--- src/rtl/fetch_unit_if.sv ---
// rtl/fetch_unit_if.sv - fetch stage bundle: redirect, imem request/response, decode output
interface fetch_unit_if;
   logic        pc_update_control;
   logic [31:0] pc_update_val;
   logic        imem_req_valid;
   logic        imem_req_ready;
   logic [31:0] imem_req_addr;
   logic        imem_resp_valid;
   logic [31:0] imem_resp_data;
   logic        if_valid;
   logic [31:0] if_inst;
   logic [31:0] if_pc;
   logic        if_ready;

   modport master (
      input  pc_update_control, pc_update_val,
      input  imem_req_ready, imem_resp_valid, imem_resp_data,
      input  if_ready,
      output imem_req_valid, imem_req_addr,
      output if_valid, if_inst, if_pc
   );

   modport slave (
      output pc_update_control, pc_update_val,
      output imem_req_ready, imem_resp_valid, imem_resp_data,
      output if_ready,
      input  imem_req_valid, imem_req_addr,
      input  if_valid, if_inst, if_pc
   );
endinterface

--- src/rtl/fetch_unit.sv ---
// rtl/fetch_unit.sv - credit-limited instruction fetch with redirect flush and response discard
module fetch_unit #(
   parameter logic [31:0] RESET_PC  = 32'h0000_0000,
   parameter int          BUF_DEPTH = 2
) (
   input  logic          i_clk,
   input  logic          i_rst,
   fetch_unit_if.master  bus
);
   localparam int CW = $clog2(BUF_DEPTH + 1);
   localparam int AW = $clog2(BUF_DEPTH);

   typedef enum logic [1:0] {BOOT, RUN, DRAIN} state_t;

   state_t        state, state_nxt;
   logic [31:0]   fetch_pc, resp_pc;
   logic [CW-1:0] inflight, drop, count, drop_nxt;
   logic [AW-1:0] rd_ptr, wr_ptr;
   logic [31:0]   mem_pc   [BUF_DEPTH];
   logic [31:0]   mem_inst [BUF_DEPTH];

   logic        redirect, req_valid, req_fire, push, pop;
   logic [31:0] target;

   assign target   = {bus.pc_update_val[31:2], 2'b00};
   assign redirect = bus.pc_update_control && (state != BOOT);
   assign req_fire = req_valid && bus.imem_req_ready;
   // a response landing in the redirect cycle belongs to the old stream
   assign push     = bus.imem_resp_valid && (drop == '0) && !redirect;
   assign pop      = bus.if_valid && bus.if_ready;

   always_comb begin
      state_nxt = state;
      req_valid = 1'b0;
      drop_nxt  = drop;
      case (state)
         BOOT:    state_nxt = RUN;
         RUN:     req_valid = ((int'(inflight) + int'(count)) < BUF_DEPTH) && !bus.pc_update_control;
         DRAIN:   req_valid = 1'b0;
         default: state_nxt = BOOT;
      endcase
      if (redirect) begin
         drop_nxt = inflight - CW'(bus.imem_resp_valid);
      end else if (bus.imem_resp_valid && (drop != '0)) begin
         drop_nxt = drop - CW'(1);
      end
      if (state != BOOT) begin
         state_nxt = (drop_nxt != '0) ? DRAIN : RUN;
      end
   end

   always_ff @(posedge i_clk or negedge i_rst) begin
      if (!i_rst) begin
         state    <= BOOT;
         fetch_pc <= RESET_PC;
         resp_pc  <= RESET_PC;
         inflight <= '0;
         drop     <= '0;
         count    <= '0;
         rd_ptr   <= '0;
         wr_ptr   <= '0;
      end else begin
         state    <= state_nxt;
         drop     <= drop_nxt;
         inflight <= inflight + CW'(req_fire) - CW'(bus.imem_resp_valid);
         if (redirect) begin
            fetch_pc <= target;
            resp_pc  <= target;
            count    <= '0;
            rd_ptr   <= '0;
            wr_ptr   <= '0;
         end else begin
            if (req_fire) begin
               fetch_pc <= fetch_pc + 32'd4;
            end
            if (push) begin
               resp_pc <= resp_pc + 32'd4;
               wr_ptr  <= wr_ptr + AW'(1);
            end
            if (pop) begin
               rd_ptr <= rd_ptr + AW'(1);
            end
            count <= count + CW'(push) - CW'(pop);
         end
      end
   end

   // storage needs no reset: outputs are masked while count is zero
   always_ff @(posedge i_clk) begin
      if (push) begin
         mem_pc[wr_ptr]   <= resp_pc;
         mem_inst[wr_ptr] <= bus.imem_resp_data;
      end
   end

   assign bus.imem_req_valid = req_valid;
   assign bus.imem_req_addr  = fetch_pc;
   assign bus.if_valid       = (count != '0) && !bus.pc_update_control;
   assign bus.if_inst        = (count != '0) ? mem_inst[rd_ptr] : 32'd0;
   assign bus.if_pc          = (count != '0) ? mem_pc[rd_ptr]   : 32'd0;
endmodule

--- src/flat_wrapper.sv ---
// flat-port wrapper written by rule: the top's interface ports become plain ports
module fetch_unit_flat 
#(
   parameter logic [31:0] RESET_PC  = 32'h0000_0000,
   parameter int          BUF_DEPTH = 2
)
  (i_clk, i_rst, bus_pc_update_control, bus_pc_update_val, bus_imem_req_ready, bus_imem_resp_valid, bus_imem_resp_data, bus_if_ready, bus_imem_req_valid, bus_imem_req_addr, bus_if_valid, bus_if_inst, bus_if_pc);
  fetch_unit_if bus_i ();
  input  logic i_clk;
  input  logic i_rst;
  input wire logic [$bits(bus_i.pc_update_control)-1:0] bus_pc_update_control;
  input wire logic [$bits(bus_i.pc_update_val)-1:0] bus_pc_update_val;
  input wire logic [$bits(bus_i.imem_req_ready)-1:0] bus_imem_req_ready;
  input wire logic [$bits(bus_i.imem_resp_valid)-1:0] bus_imem_resp_valid;
  input wire logic [$bits(bus_i.imem_resp_data)-1:0] bus_imem_resp_data;
  input wire logic [$bits(bus_i.if_ready)-1:0] bus_if_ready;
  output wire logic [$bits(bus_i.imem_req_valid)-1:0] bus_imem_req_valid;
  output wire logic [$bits(bus_i.imem_req_addr)-1:0] bus_imem_req_addr;
  output wire logic [$bits(bus_i.if_valid)-1:0] bus_if_valid;
  output wire logic [$bits(bus_i.if_inst)-1:0] bus_if_inst;
  output wire logic [$bits(bus_i.if_pc)-1:0] bus_if_pc;
  assign bus_i.pc_update_control = bus_pc_update_control;
  assign bus_i.pc_update_val = bus_pc_update_val;
  assign bus_i.imem_req_ready = bus_imem_req_ready;
  assign bus_i.imem_resp_valid = bus_imem_resp_valid;
  assign bus_i.imem_resp_data = bus_imem_resp_data;
  assign bus_i.if_ready = bus_if_ready;
  assign bus_imem_req_valid = bus_i.imem_req_valid;
  assign bus_imem_req_addr = bus_i.imem_req_addr;
  assign bus_if_valid = bus_i.if_valid;
  assign bus_if_inst = bus_i.if_inst;
  assign bus_if_pc = bus_i.if_pc;
  fetch_unit #(.RESET_PC(RESET_PC), .BUF_DEPTH(BUF_DEPTH)) u_core (.i_clk(i_clk), .i_rst(i_rst), .bus(bus_i));
endmodule
--- config.mk ---
export PLATFORM = sky130hd
export DESIGN_NAME = fetch_unit_flat
export DESIGN_NICKNAME = d
export VERILOG_FILES = /design/src/rtl/fetch_unit_if.sv /design/src/rtl/fetch_unit.sv /design/src/flat_wrapper.sv
export SDC_FILE = /design/constraint.sdc
export NUM_CORES = 1
export LEC_CHECK = 0
export CORE_MARGIN = 8
export CORE_UTILIZATION = 30
export DETAILED_ROUTE_END_ITERATION = 10
export SLEW_MARGIN = 20
export SYNTH_ARGS = -nofsm -noshare
export SYNTH_HDL_FRONTEND = slang
export SYNTH_SLANG_ARGS = --single-unit
--- constraint.sdc ---
create_clock -name i_clk -period 5.87 [get_ports i_clk]
set_input_delay 1.761 -clock i_clk [delete_from_list [all_inputs] [get_ports i_clk]]
set_output_delay 1.761 -clock i_clk [all_outputs]
set_load 0.01 [all_outputs]
==> qor.yml <==
sta:
  rsz0062_at_grt: "false"
  final-hold-violation-count: 0
  min_period_ns: 5.09
  fin_crit_sh_pct: 86.7
  tightest_slew_ns: 0.991
  setup_tns_ns: 0
  max_freq_mhz: 197
  drv_slew: 0
  maxSlewHeadroom_pct: 33.8
  setup-violations-final: 0
  fin_skew_ns: 0.0115
  timing.final.ws_setup_ns: 0.783
clock_network:
  cts_setup_buffers: 0
  cts-root-buf: "clkbuf_16"
  cts_max_level: 4
  clkTransAtPathRegs_ns: 0.06
  cts_tree: "done"
  clockBufferDepth: 2
  postCtsHoldBufs: 0
  worstSkewPairLatency_ns: 0.43
  ctsResizeCount: 0
  cts.sinks: 194
  cts_inserted_buffers: 17
global_routing:
  grt_pass1_wl_mm: 32.4
  grt_start_max_net_pins: 63
  grt_overflow: 0
  antenna_found_initial: 0
  grt_pass1_vias: 5722
  globalRouteTotalUtil_pct: 12.3
power_and_ir_drop:
  cellLeakagePower_uw: 0.00388
  p_comb_share_pct: 33.3
  p_seq_share_pct: 43.4
  ir_drop_mv: 0.178
  clkPwrFrac_pct: 23.3
  p_int_uw: 3380
  p_sw_uw: 1780
  power.density_nw_per_um2: 461
  swShare_pct: 34.6
  p_total_uw: 5160
logic_synthesis:
  synth_top_family_by_area: "simple AND/OR/NAND/NOR gates"
  synthMuxAreaShare_pct: 7.74
  synth-compound-area-share_pct: 4.21
  syn-cell-area_um2: 8550
  ys_warn_count: 0
  ys.flop_type: "edfxtp_1"
  syn_area_per_cell_um2: 12.6
  yosys.area_share.simple_pct: 13.4
  ys_seq_elements: 194
  async_reset_ff_share_pct: 36.1
  synthAdderAreaFrac_pct: 1.55
  yosysSeqAreaShare_pct: 64.0
  yosysUniqueCellTypes: 44
  synth_edf_count: 124
  syn_inst: 679
  synthXorXnorAreaFrac_pct: 6.14
floorplan:
  start_util_pct: 30.1
  pin_count: 168
  dieArea_um2: 34200
  die_x_um: 185
  die_h_um: 185
  core_area_um2: 28400
  row_count: 62
placed_design:
  io_buffer_count: 161
  dpl_cell_area_um2: 10600
  placedCellCount: 1201
  pre_cts_ws_ns: 0.768
  dp_hpwl_mm: 14.8
  place_congestion: 0.802
flow_run:
  cap_violations: 0
final_layout:
  syn_to_final_growth_pct: 30.8
  final_area_um2: 11200
  instances_no_fill: 1233
  n_fill_cell: 2732
  final_common_cell: "clkdlybuf4s50_1"
  finalNetCount: 916
  n_antenna_cell: 0
  final_cell_mix: "clkdlybuf4s50_1, edfxtp_1, nor2_1"
  layout-drive-gt1-share_pct: 6.95
critical_path:
  rrSetupSlack_ns: 2.82
  crit_arrival_ns: 3.33
  cp.required_ns: 4.11
  worst-path-max-fanout: 6
  crit_path_start_kind: "primary input"
  endpoint_kind: "output pin"
  critical_path_class: "in -> out"
min_path:
  min_path_type: "reg -> reg"
drt:
  routedWlPerCell_um: 17.0
  drtIter0Drc: 252
  postRouteAntennaNets: 0
  drtPass1Iterations: 4
  vias_per_cell: 4.51
  drc_errors: 0
  num_vias: 5555
  drt-total-wl_mm: 20.9
outcome:
  outcome: "completed"
-- registers in the layout, summed over array words and instances, names as in the netlist --
name,flops
u_core.wr_ptr,1
u_core.drop,2
u_core.rd_ptr,1
u_core.resp_pc,30
u_core.state,2
u_core.mem_pc,60
u_core.mem_inst,64
u_core.count,2
u_core.bus.imem_req_addr,30
u_core.inflight,2
-- synth_stat cells (4+ instances only) --
| library cell | count | area share, % |
|---|---|---|
| nand3_1 | 24 | 1.4 |
| xor2_1 | 20 | 2.0 |
| buf_4 | 4 | 0.35 |
| inv_1 | 19 | 0.83 |
| nor4_4 | 4 | 0.99 |
| o21ai_0 | 6 | 0.35 |
| xnor2_1 | 40 | 4.1 |
| nor4_1 | 14 | 1.0 |
| ha_1 | 9 | 1.3 |
| a21oi_1 | 55 | 3.2 |
| and2_1 | 4 | 0.29 |
| nor3_1 | 14 | 0.82 |
| edfxtp_1 | 124 | 44 |
| a31oi_1 | 4 | 0.29 |
| and3_1 | 5 | 0.37 |
| mux2i_1 | 65 | 7.6 |
| nand2_1 | 20 | 0.88 |
| nand4_1 | 14 | 1.0 |
| clkbuf_1 | 27 | 1.2 |
| dfrtp_1 | 70 | 20 |
| nor2_1 | 109 | 4.8 |
-- logic make-up after synthesis --
family / after synthesis
simple gates: 224
flops: 194
compound gates: 69
mux: 66
xor+xnor: 60
buf+inv: 55
fa+ha+maj: 10
other cells: 1
-- critical path: stages --
cell,delay [ns]
clkdlybuf4s50_1,0.56
nor4b_4,0.40
clkdlybuf4s50_1,0.61
-- worst paths after layout --
path | startpoint | to | cells after the start
worst max-delay path | bus_pc_update_control | bus_imem_req_valid | 3
worst min register to register | u_core.resp_pc[9] | u_core.mem_pc[0][9] | 0
worst min-delay path | u_core.resp_pc[9] | u_core.mem_pc[0][9] | 0
worst max register to register | u_core.count[0] | u_core.bus.imem_req_addr[23] | 8
max in group asynchronous | i_rst | u_core.rd_ptr | 2
min in group asynchronous | i_rst | u_core.bus.imem_req_addr[3] | 1
-- power groups by stage --
stage | registers (uW) | clock network, uW | logic [uW]
after floorplan | 2140 | 0 | 1030
after global placement | 2260 | 0 | 1730
after detailed placement | 2270 | 0 | 1740
after CTS | 2250 | 1240 | 1760
after global routing | 2300 | 1300 | 1900
final | 2240 | 1200 | 1720
-- cell type report --
class	count	area, um2	area share [%]
repair buffers	171	1680	15.0
clock buffers	20	472	4.22
multi-input cells	433	2860	25.6
inverters	19	71.3	0.637
well taps	384	480	4.29
flip-flops and latches	194	5480	49.0
clock inverters	12	140	1.25
-- metal layers --
metal	part of all wire, %	global-route usage, %
met1	47	16.4
met2	46	19.6
met3	5.7	2.94
met4	1.0	3.33
met5	0	0
-- metrics by stage --
step | hold WS [ns] | util [%]
after floorplan | 0.440 | -
after global placement | 0.497 | 37.3
after detailed placement | 0.507 | 37.3
after CTS | 0.525 | 39.4
after global routing | 0.554 | 39.4
final | 0.530 | 39.4
Note: power is estimated with default switching activity, not from simulation.
